===== config.mk =====
export PLATFORM = sky130hd
export DESIGN_NAME = snoop_responder
export DESIGN_NICKNAME = d
export VERILOG_FILES = /design/src/rtl/cache_types.sv /design/src/rtl/snoop_fifo.sv /design/src/rtl/snoop_responder.sv
export SDC_FILE = /design/constraint.sdc
export NUM_CORES = 1
export LEC_CHECK = 0
export CAP_MARGIN = 20
export CORE_ASPECT_RATIO = 0.8
export CORE_UTILIZATION = 50
export CTS_BUF_LIST = sky130_fd_sc_hd__clkbuf_8
export DETAILED_ROUTE_END_ITERATION = 10
export PLACE_DENSITY = 0.81
export SYNTH_ARGS = -nofsm -noshare
export SYNTH_HDL_FRONTEND = slang
export SYNTH_SLANG_ARGS = --single-unit

===== constraint.sdc =====
create_clock -name clk -period 4.25 [get_ports clk]
set_clock_uncertainty 0.15 [all_clocks]
set_input_delay 0.6375 -clock clk [delete_from_list [all_inputs] [get_ports clk]]
set_output_delay 0.6375 -clock clk [all_outputs]
set_load 0.01 [all_outputs]

===== src/rtl/cache_types.sv =====
// Types shared by the snoop bus, the cache controller and the snoop responder.
package cache_types;

  localparam int NUM_CACHE        = 4;
  localparam int XLEN             = 32;
  localparam int SRC_BITS         = (NUM_CACHE > 1) ? $clog2(NUM_CACHE) : 1;
  localparam int LINE_OFFSET_BITS = 4;
  localparam int SET_INDEX_BITS   = 4;
  localparam int TAG_BITS         = XLEN - LINE_OFFSET_BITS - SET_INDEX_BITS;

  typedef enum logic [1:0] {
    GETS = 2'd0,
    GETM = 2'd1,
    PUTM = 2'd2
  } bus_tx_t;

  typedef enum logic [1:0] {
    MSI_I = 2'd0,
    MSI_S = 2'd1,
    MSI_M = 2'd2
  } msi_state_t;

  typedef struct packed {
    logic                valid;
    logic [SRC_BITS-1:0] source;
    logic [XLEN-1:0]     addr;
    bus_tx_t             bus_tx;
  } bus_msg_t;

  typedef struct packed {
    logic                valid;
    logic [TAG_BITS-1:0] tag;
    msi_state_t          state;
  } tag_entry_t;

  // Buffered snoop: the source is already filtered away before enqueue.
  typedef struct packed {
    logic [XLEN-1:0] addr;
    bus_tx_t         bus_tx;
  } snoop_req_t;

  typedef enum logic [1:0] {
    ST_IDLE   = 2'd0,
    ST_LOOKUP = 2'd1,
    ST_RESP   = 2'd2
  } snoop_fsm_t;

  function automatic logic [31:0] sat_inc(input logic [31:0] value);
    return (value == '1) ? value : value + 32'd1;
  endfunction

endpackage


===== src/rtl/snoop_fifo.sv =====
// Synchronous FIFO for incoming snoops; almost_full is registered and
// anticipates the one message already in flight behind the bus register.
module snoop_fifo #(
  parameter int WIDTH = 8,
  parameter int DEPTH = 4
) (
  input  logic             clk,
  input  logic             rst,
  input  logic             push,
  input  logic [WIDTH-1:0] din,
  input  logic             pop,
  output logic [WIDTH-1:0] dout,
  output logic             full,
  output logic             almost_full,
  output logic             empty
);

  localparam int AW = $clog2(DEPTH);

  logic [AW:0]      wr_ptr_q;
  logic [AW:0]      rd_ptr_q;
  logic [AW:0]      count;
  logic [AW:0]      count_next;
  logic             do_push;
  logic             do_pop;
  logic [WIDTH-1:0] mem_q [DEPTH];

  // Extra wrap bit makes the pointer difference the true occupancy.
  assign count   = wr_ptr_q - rd_ptr_q;
  assign empty   = (count == '0);
  assign full    = (count == (AW+1)'(DEPTH));
  assign do_push = push && !full;
  assign do_pop  = pop && !empty;
  assign dout    = mem_q[rd_ptr_q[AW-1:0]];

  always_comb begin
    count_next = count + (AW+1)'(do_push) - (AW+1)'(do_pop);
  end

  // NOTE: sequential state uses non-blocking assignments so every flop samples pre-edge values.
  always_ff @(posedge clk or posedge rst) begin
    if (rst) begin
      wr_ptr_q    <= '0;
      rd_ptr_q    <= '0;
      almost_full <= 1'b0;
    end else begin
      if (do_push) wr_ptr_q <= wr_ptr_q + 1'b1;
      if (do_pop)  rd_ptr_q <= rd_ptr_q + 1'b1;
      almost_full <= (count_next >= (AW+1)'(DEPTH - 1));
    end
  end

  // NOTE: storage is not reset; the pointers alone define which entries are meaningful.
  always_ff @(posedge clk) begin
    if (do_push) mem_q[wr_ptr_q[AW-1:0]] <= din;
  end

  overflow_a: assert property (@(posedge clk) disable iff (rst) !(push && full));

endmodule


===== src/rtl/snoop_responder.sv =====
// Snoop bus receive end for one MSI cache node: buffers foreign snoops,
// downgrades/invalidates lines, flushes owned lines, reports own ordering.
// Optional perf counters: define SNOOP_RESPONDER_PERF_EN.
module snoop_responder
  import cache_types::*;
#(
  parameter int NODE_ID     = 0,
  parameter int NUM_NODES   = NUM_CACHE,
  parameter int FIFO_DEPTH  = 4,
  parameter int OFFSET_BITS = LINE_OFFSET_BITS,
  parameter int INDEX_BITS  = SET_INDEX_BITS
) (
  input  logic                  clk,
  input  logic                  rst,
  input  bus_msg_t              bus_msg,
  output logic                  snoop_full,
  input  logic                  tag_gnt,
  output logic                  tag_rd_en,
  output logic [INDEX_BITS-1:0] tag_rd_idx,
  input  tag_entry_t            tag_rd_data,
  output logic                  tag_wr_en,
  output logic [INDEX_BITS-1:0] tag_wr_idx,
  output msi_state_t            tag_wr_state,
  output logic                  resp_valid,
  input  logic                  resp_ready,
  output logic [XLEN-1:0]       resp_addr,
  output logic                  own_valid,
  output bus_tx_t               own_tx
`ifdef SNOOP_RESPONDER_PERF_EN
  ,
  output logic [31:0]           perf_snoop_hits,
  output logic [31:0]           perf_invalidations,
  output logic [31:0]           perf_flushes
`endif
);

  localparam int TAG_W = XLEN - OFFSET_BITS - INDEX_BITS;
  localparam logic [XLEN-1:0] LINE_MASK = ~((XLEN)'((64'd1 << OFFSET_BITS) - 64'd1));

  snoop_fsm_t      state_q;
  snoop_fsm_t      state_d;
  logic [XLEN-1:0] work_addr_q;
  bus_tx_t         work_tx_q;
  snoop_req_t      enq_req;
  snoop_req_t      head;
  logic            is_own;
  logic            is_foreign;
  logic            fifo_pop;
  logic            fifo_full;
  logic            fifo_empty;
  logic            hit;

  assign is_own     = bus_msg.valid && (bus_msg.source == SRC_BITS'(NODE_ID));
  assign is_foreign = bus_msg.valid && !is_own;
  assign enq_req    = '{addr: bus_msg.addr, bus_tx: bus_msg.bus_tx};

  snoop_fifo #(
    .WIDTH ($bits(snoop_req_t)),
    .DEPTH (FIFO_DEPTH)
  ) u_fifo (
    .clk         (clk),
    .rst         (rst),
    .push        (is_foreign),
    .din         (enq_req),
    .pop         (fifo_pop),
    .dout        (head),
    .full        (fifo_full),
    .almost_full (snoop_full),
    .empty       (fifo_empty)
  );

  assign hit = tag_rd_data.valid && (tag_rd_data.tag == work_addr_q[XLEN-1 -: TAG_W]);

  always_ff @(posedge clk or posedge rst) begin
    if (rst) state_q <= ST_IDLE;
    else     state_q <= state_d;
  end

  // NOTE: every output of this block gets a default first, so no path can infer a latch.
  always_comb begin
    state_d      = state_q;
    fifo_pop     = 1'b0;
    tag_rd_en    = 1'b0;
    tag_rd_idx   = '0;
    tag_wr_en    = 1'b0;
    tag_wr_idx   = '0;
    tag_wr_state = MSI_I;
    unique case (state_q)
      ST_IDLE: begin
        if (!fifo_empty && tag_gnt) begin
          tag_rd_en  = 1'b1;
          tag_rd_idx = head.addr[OFFSET_BITS +: INDEX_BITS];
          fifo_pop   = 1'b1;
          state_d    = ST_LOOKUP;
        end
      end
      ST_LOOKUP: begin
        state_d    = ST_IDLE;
        tag_wr_idx = work_addr_q[OFFSET_BITS +: INDEX_BITS];
        if (hit && tag_rd_data.state == MSI_M && work_tx_q == GETS) begin
          tag_wr_en    = 1'b1;
          tag_wr_state = MSI_S;
          state_d      = ST_RESP;
        end else if (hit && tag_rd_data.state == MSI_M && work_tx_q == GETM) begin
          tag_wr_en    = 1'b1;
          tag_wr_state = MSI_I;
          state_d      = ST_RESP;
        end else if (hit && tag_rd_data.state == MSI_S && work_tx_q == GETM) begin
          tag_wr_en    = 1'b1;
          tag_wr_state = MSI_I;
        end
      end
      ST_RESP: begin
        if (resp_ready) state_d = ST_IDLE;
      end
      default: state_d = ST_IDLE;
    endcase
  end

  // Working copy is line-aligned on load so it doubles as the flush address.
  always_ff @(posedge clk or posedge rst) begin
    if (rst) begin
      work_addr_q <= '0;
      work_tx_q   <= GETS;
    end else if (fifo_pop) begin
      work_addr_q <= head.addr & LINE_MASK;
      work_tx_q   <= head.bus_tx;
    end
  end

  assign resp_valid = (state_q == ST_RESP);
  assign resp_addr  = work_addr_q;

  always_ff @(posedge clk or posedge rst) begin
    if (rst) begin
      own_valid <= 1'b0;
      own_tx    <= GETS;
    end else begin
      own_valid <= is_own;
      own_tx    <= is_own ? bus_msg.bus_tx : GETS;
    end
  end

`ifdef SNOOP_RESPONDER_PERF_EN
  logic lookup_hit;
  logic lookup_inval;
  logic lookup_flush;

  assign lookup_hit   = (state_q == ST_LOOKUP) && hit;
  assign lookup_inval = tag_wr_en && (tag_wr_state == MSI_I);
  assign lookup_flush = (state_q == ST_LOOKUP) && (state_d == ST_RESP);

  always_ff @(posedge clk or posedge rst) begin
    if (rst) begin
      perf_snoop_hits    <= '0;
      perf_invalidations <= '0;
      perf_flushes       <= '0;
    end else begin
      if (lookup_hit)   perf_snoop_hits    <= sat_inc(perf_snoop_hits);
      if (lookup_inval) perf_invalidations <= sat_inc(perf_invalidations);
      if (lookup_flush) perf_flushes       <= sat_inc(perf_flushes);
    end
  end
`endif

  resp_stable_a: assert property (@(posedge clk) disable iff (rst)
    resp_valid && !resp_ready |=> $stable(resp_addr));
  wr_in_lookup_a: assert property (@(posedge clk) disable iff (rst)
    tag_wr_en |-> state_q == ST_LOOKUP);
  source_range_a: assert property (@(posedge clk) disable iff (rst)
    bus_msg.valid |-> int'(bus_msg.source) < NUM_NODES);
  no_overflow_a: assert property (@(posedge clk) disable iff (rst)
    !(is_foreign && fifo_full));

endmodule


Word-level counts from Yosys, hierarchy flattened:

Memories as Yosys holds them, arrays and structs flattened.
Index checks and enable logic that the tools add are counted.

* add/subtract/negate cells: 5
* $lt $le $gt $ge: 1
* eq/ne operators: 9
* muxes and demuxes: 19
* reductions and logical operators: 19

Operators by type and width (number)
* 24-bit equality test: 1
* 4-bit 2-to-1 mux: 3
* 1-bit logical AND: 11
* 1-bit 2-to-1 mux: 10
* 2-bit 2-to-1 mux: 5
* 3-bit by 1-bit adder with 3-bit output, second input constant: 2
* 2-bit by 1-bit equality test with 1-bit output, second input constant: 3
* 2-bit logical NOT: 3
* 2-bit one-hot mux with 3 select lines: 1
* 2-bit equality test, second input constant: 2
* 3-bit by 1-bit adder with 3-bit output: 1
* 3-bit equality test, second input constant: 1
* 3-bit by 2-bit greater-or-equal comparator with 1-bit output, second input constant: 1
* 1-bit logical NOT: 3
* 3-bit logical NOT: 1
* 3-bit by 1-bit subtractor with 3-bit output: 1
* 3-bit subtractor: 1
* 2-bit by 1-bit != test with 1-bit output, second input constant: 1
* 2-bit != test, second input constant: 1
* 2-bit AND reduction: 1

* flip-flop bits (word level): 42
* memory bits (writable): 136
* input port bits: 68
* output and inout port bits: 49
* word-level logic and storage cells: 62
* memories kept: 1

Memories
* u_fifo.mem_q: depth 4, bits a word 34, rd ports 1, clocked after memory_dff 0, wr ports 1, line snoop_fifo.sv:26 `logic [WIDTH-1:0] mem_q [DEPTH];`

Logic depth before layout (Yosys ltp):

Gate-level depths: netlist (run 1).

* depth in word-level cells: 9
* depth in mapped cells: 14
* depth with buffers taken out: 13

Hierarchy:

From an unflattened synthesis (run 1), not the netlist that was laid out.

* cell total of the unflattened synthesis: 367
* area total of the unflattened synthesis: 7224.4 um^2

Modules (own cells, without submodules)
* snoop_fifo: times used 1, cells each 234, area an instance 5489.0 um^2, seq. area each 4259.1 um^2
* snoop_responder: times used 1, cells each 133, area an instance 1735.4 um^2, seq. area each 875.8 um^2

Least setup slack after synthesis (run 1):

OpenSTA, ideal clock, no wires.

* path type: register -> register
* start point: register u_fifo.wr_ptr_q[0]
* end point: register u_fifo.almost_full
* setup time: 120 ps
* arrival time: 3245 ps
* data required time: 3980 ps
* path slack: 736 ps
* stages on the path, launching flop included: 15
* buffers on the path: 1
* clock period less this slack: 3514 ps
* cells stage by stage: dfrtp_1 -> inv_1 -> ha_1 -> fa_1 -> xor3_2 -> o211ai_4 -> inv_2 -> clkbuf_1 -> ha_1 -> inv_1 -> ha_1 -> fa_1 -> xor2_1 -> xnor2_1 -> nand2_1

* cells in the longest elaborated chain, start to end: 9
* elaborated cells on any way between the ends: 13
* classes of those cells: add/sub: 3; order compare: 1; eq/ne: 1; mux: 2; reduce/logical: 6

Ends and longest elaborated chain
* start, declared: line snoop_fifo.sv:20 `logic [AW:0] wr_ptr_q;`
* start signal, assigned: line snoop_fifo.sv:47 `if (do_push) wr_ptr_q <= wr_ptr_q + 1'b1;`
* 3-bit subtractor *: line snoop_fifo.sv:29 `assign count = wr_ptr_q - rd_ptr_q;`
* 3-bit logical NOT *: line snoop_fifo.sv:30 `assign empty = (count == '0);`
* 1-bit logical NOT *: line snoop_fifo.sv:33, snoop_responder.sv:90
* 1-bit logical AND: line snoop_responder.sv:90 `if (!fifo_empty && tag_gnt) begin`
* 1-bit 2-to-1 mux: line snoop_responder.sv:90
* 1-bit 2-to-1 mux: line snoop_responder.sv:88 `unique case (state_q)`
* 1-bit logical AND *: line snoop_fifo.sv:33 `assign do_pop = pop && !empty;`
* named net u_fifo.do_pop: line snoop_fifo.sv:25 `logic do_pop;`
* 3-bit by 1-bit subtractor with 3-bit output *: line snoop_fifo.sv:37 `count_next = count + (AW+1)'(do_push) - (AW+1)'(do_pop);`
* 3-bit by 2-bit greater-or-equal comparator with 1-bit output *: line snoop_fifo.sv:49 `almost_full <= (count_next >= (AW+1)'(DEPTH - 1));`
* end signal, assigned: line snoop_fifo.sv:49
* end, declared: line snoop_fifo.sv:14 `output logic almost_full,`

The timed path passes the listed nets; every way through them passes the cells marked *.
A chain may end at the register's enable or synchronous reset.

Final worst setup path (run 1):

* start point: register u_fifo.wr_ptr_q[0]
* end point: output tag_rd_idx[1]

* cells in the longest elaborated chain, start to end: 6

Ends and longest elaborated chain
* 3-bit subtractor: line snoop_fifo.sv:29
* 3-bit logical NOT: line snoop_fifo.sv:30
* 1-bit logical NOT: line snoop_responder.sv:90
* 1-bit logical AND: line snoop_responder.sv:90
* 4-bit 2-to-1 mux: line snoop_responder.sv:90
* 4-bit 2-to-1 mux: line snoop_responder.sv:88
* end, declared: line snoop_responder.sv:19 `output logic [INDEX_BITS-1:0] tag_rd_idx,`

No other way between the ends.

==> impl_metrics.ini, run 1 <==
[clock_network]
cts_setup_buffers = 0
cts_tree = done
numClockSinks = 162
cts_buffers = 17
clk_pin_slew_ns = 0.09
hold_buffers = 0
cts_resized = 1
h-tree-depth = 4
insertion_delay_ns = 0.45
cts_buffer_depth = 2
clockRootBuffer = clkbuf_8

[detailed_routing]
drt.antenna.violating_nets = 0
viasPerCell = 5.26
drt-initial-drc-count = 234
dr.pass1.iters = 5
wl_per_cell_um = 18.9
vias = 3623
drt_wl_total_mm = 13.0
drc_errors = 0

[worst_hold_path]
hold_class = reg -> reg
holdCritStartpoint = u_fifo.rd_ptr_q[2]
hold_end = u_fifo.rd_ptr_q[2]
hold_depth = 1

[timing]
setup_tns_ns = 0
finalHoldViolCount = 0
slew_violations = 0
finalSetupViolations = 0
worst_slew_pin_slew_ns = 0.906
maxSlewHeadroom = 0.396
timing.hold.ws_ns = 0.345
min_period_ns = 4.07
fmax_mhz = 246
rsz0062_at_grt = no
period_share = 0.958

[run_status]
status = completed

[critical_path]
required_ns = 3.46
reg2reg_depth = 13
slowest_stage = clkdlybuf4s50_1
crit_arrival_ns = 3.28
start_kind = register
worst-path-buf-inv = 3
criticalPathCategory = reg -> out
max_stage_delay_ns = 0.56
crit_fanout = 33
r2r_start = u_fifo.wr_ptr_q[0]
path_cells = inv_1, ha_1, fa_1, xor3_2, o211ai_4, inv_6, and2_1, clkdlybuf4s50_1
critPathTopFamily = buffers and inverters
reg2reg_slack_ns = 0.62
worst-path-stages = 8
reg2reg_to = u_fifo.almost_full
worstSetupEndpointType = primary output

[pwr]
p_sw_w = 0.00193
powerDensity_nw_per_um2 = 687
swShare = 0.344
power_w = 0.00561
p_clk_frac = 0.201
p_comb_frac = 0.380
seqPwrFrac = 0.420
leakagePower_nw = 3.07
ir_drop_v = 0.000388
internal-power_w = 0.00368

[global_routing]
overflow = 0
grt_antenna_before_repair = 0
grt_pass1_vias = 3737
grt_usage = 0.210
grt_pass1_wl_mm = 20.3
grt_max_degree = 43

[synthesis]
syn_inst = 389
syn_area_um2 = 6520
yosysWarningCount = 0
yosysSeqAreaShare = 0.714
ys_ff_latch = 162
yosysUniqueCellTypes = 30
synth_area_per_cell_um2 = 16.8

[floorplanning]
row_count = 36
die_y_um = 104
dieArea_um2 = 13500
initial_core_util = 0.525
die_x_um = 130
io_pins = 117
core_area_um2 = 12400

[run]
max_cap_viol_count = 0

[layout]
num-fill-cells = 858
multi_input_area_um2 = 1750
layout-drive-gt1-share = 0.149
layout.nets = 583
stdcell_area_um2 = 8170
n_antenna_cell = 0
register_area_um2 = 4660
syn_to_final_growth_pct = 25.3

[placed_design]
placed_area_um2 = 7740
place.gp.congestion = 0.747
post-dp-hpwl_mm = 8.05
io_buffers = 107
-- layer usage --
layer,track usage,share of wire,vias to the layer above
li1,-,-,1643
met1,0.276,0.42,1808
met2,0.325,0.49,156
met3,0.0710,0.075,16
met4,0.0764,0.014,0
met5,0,0,-
-- final cells by class --
type | count | share of cell area
well taps | 171 | 0.0262
flip-flops and latches | 162 | 0.570
multi-input cells | 205 | 0.214
inverters | 8 | 0.00429
clock buffers | 18 | 0.0303
repair buffers | 111 | 0.137
clock inverters | 14 | 0.0188
-- power groups by stage --
| stage | clock network (W) | logic, W | registers, W |
|---|---|---|---|
| after detailed placement | 0 | 0.00214 | 0.00239 |
| after floorplan | 0 | 0.00135 | 0.00240 |
| final | 0.00113 | 0.00213 | 0.00235 |
| after global placement | 0 | 0.00207 | 0.00236 |
| after global routing | 0.00121 | 0.00235 | 0.00239 |
| after CTS | 0.00115 | 0.00216 | 0.00236 |
-- cell families after synthesis --
kind of cell	Yosys count	synth area share
DFF	162	0.714
buffers and inverters	26	0.0217
adders and majority gates	10	0.0215
AOI/OAI and AO/OA	10	0.0148
other	1	0.000575
xor gates and xnor gates	31	0.0441
muxes	30	0.104
and+or+nand+nor	119	0.0800
-- stage by stage --
| stage | utilization | setup slack (ns) | instances |
|---|---|---|---|
| after global placement | 0.623 | 0.324 | 656 |
| after CTS | 0.655 | 0.0713 | 688 |
| after detailed placement | 0.623 | 0.342 | 656 |
| final | 0.657 | 0.179 | 689 |
| after global routing | 0.657 | 0.00693 | 689 |
| after floorplan | - | 0.736 | 393 |
-- worst max path at each step --
stage                             from            endpoint  slack (ns)
floorplan           u_fifo.wr_ptr_q[0]  u_fifo.almost_full        0.74
global placement       tag_rd_data[12]     tag_wr_state[0]        0.32
detailed placement     tag_rd_data[12]     tag_wr_state[0]        0.34
CTS                 u_fifo.wr_ptr_q[0]       tag_rd_idx[2]        0.07
global route        u_fifo.wr_ptr_q[0]           tag_rd_en       0.007
finish              u_fifo.wr_ptr_q[0]       tag_rd_idx[1]        0.18
-- synthesized netlist by cell type, drive strengths merged --
cell | count | area [µm²]
a21o | 4 | 30.0
a31oi | 1 | 21.3
and2 | 14 | 87.6
and4b | 1 | 10.0
buf | 14 | 96.3
clkbuf | 4 | 15.0
conb | 1 | 3.75
dfrtp | 42 | 1050
edfxtp | 120 | 3600
fa | 2 | 40.0
ha | 8 | 100
inv | 8 | 30.0
mux4 | 30 | 676
nand2 | 87 | 327
nand2b | 1 | 6.26
nand4 | 2 | 12.5
nor2 | 3 | 11.3
nor2b | 3 | 18.8
nor3 | 2 | 10.0
nor3b | 1 | 7.51
nor4 | 5 | 31.3
o2111ai | 1 | 8.76
o211ai | 1 | 21.3
o21ai | 3 | 15.0
xnor2 | 5 | 43.8
xor2 | 25 | 219
xor3 | 1 | 25.0
-- placed cells by master, fill, tap and decap left out, types with 3 or more instances in the layout --
cell type / synthesis / layout
edfxtp_1: 120 / 120
clkdlybuf4s50_1: 0 / 107
nand2_1: 87 / 87
dfrtp_1: 42 / 40
mux4_2: 30 / 30
xor2_1: 25 / 25
clkbuf_8: 0 / 18
and2_1: 14 / 10
ha_1: 8 / 8
inv_6: 0 / 7
inv_1: 7 / 6
xnor2_1: 5 / 5
nor4_1: 5 / 5
conb_1: 1 / 5
inv_8: 0 / 5
a21o_1: 4 / 4
and2_2: 0 / 4
nor2_1: 3 / 3
o21ai_0: 3 / 3
nor2b_1: 3 / 3
-- flip-flops by register name, indices dropped and copies added, names as in the netlist --
name and cells:
u_fifo.wr_ptr_q 3, u_fifo.mem_q 120, resp_addr 28, u_fifo.almost_full 1, state_q 2, own_valid 1, work_tx_q 2, own_tx 2
u_fifo.rd_ptr_q 3
No activity file was read; power rests on OpenSTA's default activity.
==> inputs of run 2 (changes only) <==
--- a/config.mk
+++ b/config.mk
@@ -10,7 +10,7 @@
 export CORE_UTILIZATION = 50
 export CTS_BUF_LIST = sky130_fd_sc_hd__clkbuf_8
 export DETAILED_ROUTE_END_ITERATION = 10
-export PLACE_DENSITY = 0.81
+export PLACE_DENSITY_LB_ADDON = 0.2
 export SYNTH_ARGS = -nofsm -noshare
 export SYNTH_HDL_FRONTEND = slang
 export SYNTH_SLANG_ARGS = --single-unit
==> run 2 against run 1 <==
Clock-buffer cell count fell by 1. Sequential cell count did not move. Largest power group unchanged. Register-to-register slack improved by 0.05 ns. Design area barely moved. Highest routed layer unchanged. Critical path type unchanged. Die area did not move.
==> impl_metrics.ini, run 2 (synthesis gave the netlist of run 1 again) <==
[layout]
num-fill-cells = 897
syn_to_final_growth_pct = 25.3
layout-drive-gt1-share = 0.144
layout.nets = 586
largest_register_ffs = 120
n_antenna_cell = 0
final_common_cell = edfxtp_1
final_cell_mix = edfxtp_1 (120), clkdlybuf4s50_1 (107), nand2_1 (87)

[detailed_routing]
drt-initial-drc-count = 221
dr.pass1.iters = 5
wl_per_cell_um = 18.7
drc_errors = 0
vias = 3537
drt_wl_total_mm = 12.9
drt.antenna.violating_nets = 0
viasPerCell = 5.11

[global_routing]
overflow = 0
grt_pass1_vias = 3578
grt_antenna_before_repair = 0
grt_pass1_wl_mm = 19.8
grt_usage = 0.207
grt_max_degree = 43

[timing]
rsz0062_at_grt = no
slew_violations = 0
min_period_ns = 3.99
worst_slew_pin_slew_ns = 0.861
setup_tns_ns = 0
finalSetupViolations = 0
fmax_mhz = 251
period_share = 0.939
maxSlewHeadroom = 0.426
finalHoldViolCount = 0

[clock_network]
insertion_delay_ns = 0.44
cts_resized = 0
cts_buffers = 17
hold_buffers = 0
cts_tree = done
cts_setup_buffers = 0
h-tree-depth = 4
numClockSinks = 162
clk_pin_slew_ns = 0.08
cts_buffer_depth = 2
clockRootBuffer = clkbuf_8

[floorplanning]
die_x_um = 130
die_y_um = 104
initial_core_util = 0.525
row_count = 36
dieArea_um2 = 13500
io_pins = 117
core_area_um2 = 12400

[pwr]
leakagePower_nw = 3.09
power_w = 0.00555
ir_drop_v = 0.000442
powerDensity_nw_per_um2 = 679

[critical_path]
slowest_stage = clkdlybuf4s50_1
worst-path-buf-inv = 3
worstSetupEndpointType = primary output
crit_fanout = 13
path_cells = inv_1, ha_1, fa_1, xor3_2, o211ai_4, inv_2, and2_1, clkdlybuf4s50_1
critPathTopFamily = buffers and inverters
max_stage_delay_ns = 0.54
required_ns = 3.46
crit_arrival_ns = 3.20
start_kind = register
criticalPathCategory = reg -> out

[run]
max_cap_viol_count = 0

[worst_hold_path]
hold_class = in -> async

[placed_design]
post-dp-hpwl_mm = 8.23
io_buffers = 107
place.gp.congestion = 0.719

[run_status]
status = completed
==> run 2: final cells by class <==
type	count	area, µm²	share of cell area
Multi-Input combinational cell	205	1750	0.214
Clock buffer	17	234	0.0286
Clock inverter	15	145	0.0178
Tap cell	171	214	0.0262
Sequential cell	162	4660	0.570
Timing Repair Buffer	114	1150	0.141
Inverter	8	30.0	0.00367
==> run 2: path summary, 6_finish.rpt <==
path | depth (start not counted) | slack (ns) | from | end
setup / recovery | 8 | 0.26 | u_fifo.wr_ptr_q[0] | tag_rd_idx[3]
hold / removal | 2 | 0.24 | rst | resp_addr[23]
setup reg to reg | 13 | 0.67 | u_fifo.wr_ptr_q[0] | u_fifo.almost_full
hold reg to reg | 1 | 0.35 | u_fifo.wr_ptr_q[2] | u_fifo.wr_ptr_q[2]
max in group asynchronous | 3 | 3.23 | rst | u_fifo.rd_ptr_q[0]
min in group clk | 1 | 0.35 | u_fifo.wr_ptr_q[2] | u_fifo.wr_ptr_q[2]
==> run 2: per-stage QoR <==
step                setup WS (ns)  hold slack (ns)  std cells  instance area, µm²  utilization
detailed placement          0.563            0.330        659                7770        0.625
global placement            0.560            0.302        659                7770        0.625
global route                0.115            0.233        692                8170        0.657
CTS                         0.228            0.350        691                8150        0.656
finish                      0.261            0.244        692                8170        0.657
floorplan                   0.736            0.289        393                6540            -
==> run 2: metal layers <==
layer | vias to the layer above | routed length [µm] | GRT usage | part of all wire
met5 | - | 0 | 0 | 0
met4 | 0 | 58 | 0.0681 | 0.0045
met3 | 8 | 665 | 0.0520 | 0.052
met2 | 96 | 6660 | 0.329 | 0.52
met1 | 1784 | 5530 | 0.279 | 0.43
li1 | 1649 | - | - | -
==> run 2: power breakdown <==
part,leakage [nW],switching [W],total (W),internal (W)
Sequential,1.61,0.000207,0.00235,0.00214
Combinational,1.28,0.00109,0.00214,0.00104
Clock,0.197,0.000546,0.00106,0.000517
==> inputs of run 3 (changes only) <==
--- a/config.mk
+++ b/config.mk
@@ -7,6 +7,7 @@
 export LEC_CHECK = 0
 export CAP_MARGIN = 20
 export CORE_ASPECT_RATIO = 0.8
+export CORE_MARGIN = 5
 export CORE_UTILIZATION = 50
 export CTS_BUF_LIST = sky130_fd_sc_hd__clkbuf_8
 export DETAILED_ROUTE_END_ITERATION = 10
==> run 3 against run 2 <==
Sequential share of layout area down 0.14 points. Routed wire length grew 3.4%. Maximum frequency down 2.0%. Sequential cell count did not move. Sequential power is essentially flat. Total power is 0.94% higher. Clock-buffer cell count is 1 higher. Register-to-register slack lost 0.09 ns. Non-clock buffer count did not move. Critical path depth stayed put. First-iteration DRC count grew 33%. Combinational power hardly changed.
==> impl_metrics.ini, run 3 (synthesis gave the netlist of run 1 again) <==
[critical_path]
crit_fanout = 33
worst-path-buf-inv = 3
worst-path-stages = 8
required_ns = 3.46
start_kind = register
worstSetupEndpointType = primary output
max_stage_delay_ns = 0.56
crit_arrival_ns = 3.28
reg2reg_depth = 13
slowest_stage = clkdlybuf4s50_1
path_cells = inv_1, ha_1, fa_1, xor3_2, o211ai_4, inv_6, and2_1, clkdlybuf4s50_1
criticalPathCategory = reg -> out
critPathTopFamily = buffers and inverters

[global_routing]
grt_pass1_wl_mm = 21.3
overflow = 0
grt_usage = 0.188
grt_pass1_vias = 3812
grt_max_degree = 43
grt_antenna_before_repair = 0

[floorplanning]
initial_core_util = 0.509
die_x_um = 138
dieArea_um2 = 15400
core_area_um2 = 12800
die_y_um = 112
io_pins = 117
row_count = 37

[placed_design]
placed_area_um2 = 7770
io_buffers = 107
place.gp.congestion = 0.733
post-dp-hpwl_mm = 8.45

[run_status]
status = completed

[clock_network]
h-tree-depth = 4
cts_buffer_depth = 2
cts_setup_buffers = 0
cts_buffers = 17
cts_tree = done
insertion_delay_ns = 0.44
clockRootBuffer = clkbuf_8
clk_pin_slew_ns = 0.08
numClockSinks = 162

[layout]
final_common_cell = edfxtp_1
largest_register_ffs = 120
layout-drive-gt1-share = 0.142
final_cell_mix = edfxtp_1 (120), clkdlybuf4s50_1 (107), nand2_1 (87)
n_antenna_cell = 0
num-fill-cells = 932
stdcell_area_um2 = 8190
layout.nets = 586
syn_to_final_growth_pct = 25.6

[timing]
maxSlewHeadroom = 0.405
min_period_ns = 4.07
period_share = 0.958
finalSetupViolations = 0
fmax_mhz = 246
slew_violations = 0
worst_slew_pin_slew_ns = 0.891
rsz0062_at_grt = yes
finalHoldViolCount = 0

[pwr]
ir_drop_v = 0.000471
internal-power_w = 0.00376
swShare = 0.328
p_clk_frac = 0.199
power_w = 0.00560
p_sw_w = 0.00184
leakagePower_nw = 3.10
seqPwrFrac = 0.418
p_comb_frac = 0.383
powerDensity_nw_per_um2 = 683

[detailed_routing]
drt.antenna.violating_nets = 0
viasPerCell = 5.10
drt-initial-drc-count = 293
drc_errors = 0
wl_per_cell_um = 19.2
vias = 3548
drt_wl_total_mm = 13.3
dr.pass1.iters = 4

[worst_hold_path]
hold_class = in -> async

[run]
max_cap_viol_count = 0
## run 3: cell types whose count changed in the layout (fill, tap and decap cells not counted), sizes merged
cell and change:
inv +1, clkbuf +2, clkinv -4, buf -1, clkinvlp +1, bufinv +1
## run 3: stage by stage
stage / setup WS, ns / hold slack, ns / TNS [ns] / instances / util
5_1_grt: -0.0420 / 0.297 / -0.125 / 696 / 0.639
2_1_floorplan: 0.736 / 0.289 / 0 / 393 / -
3_3_place_gp: 0.426 / 0.302 / 0 / 663 / 0.606
4_1_cts: 0.0520 / 0.337 / 0 / 695 / 0.637
3_5_place_dp: 0.363 / 0.320 / 0 / 663 / 0.606
6_report: 0.178 / 0.321 / 0 / 696 / 0.639
## run 3: final timing paths
kind                                     from  slack [ns]                  to
hold reg to reg                  work_tx_q[1]        0.34        work_tx_q[1]
max in group asynchronous                 rst        3.13           own_tx[0]
min in group clk                 work_tx_q[1]        0.34        work_tx_q[1]
hold / removal                            rst        0.32  u_fifo.almost_full
setup / recovery           u_fifo.wr_ptr_q[0]        0.18       tag_rd_idx[1]
setup reg to reg           u_fifo.wr_ptr_q[0]        0.58  u_fifo.almost_full
## run 3: cell type report
cell class | instances | area [µm²] | area share
Inverter | 8 | 35.0 | 0.00428
Sequential cell | 162 | 4660 | 0.568
Timing Repair Buffer | 114 | 1140 | 0.139
Clock buffer | 18 | 248 | 0.0302
Tap cell | 175 | 219 | 0.0267
Multi-Input combinational cell | 205 | 1750 | 0.213
Clock inverter | 14 | 148 | 0.0180
## run 3: per-layer routing
| layer | vias to the layer above | track usage | share of wire | wire (µm) |
|---|---|---|---|---|
| li1 | 1646 | - | - | - |
| met1 | 1788 | 0.258 | 0.41 | 5500 |
| met2 | 106 | 0.301 | 0.52 | 6870 |
| met3 | 8 | 0.0542 | 0.068 | 911 |
| met4 | 0 | 0.0439 | 0.0044 | 59 |
| met5 | - | 0 | 0 | 0 |
## run 3: power by group through the flow
stage	Combinational, W	Clock, W	Sequential, W
finish	0.00214	0.00111	0.00234
global route	0.00238	0.00121	0.00239
CTS	0.00218	0.00114	0.00235
detailed placement	0.00217	0	0.00238
global placement	0.00212	0	0.00236
floorplan	0.00135	0	0.00240
## run 3: repair_timing
action	4_1_cts	5_1_grt
gates resized for setup	1	3
setup endpoints to repair	4	5
hold buffers	0	0
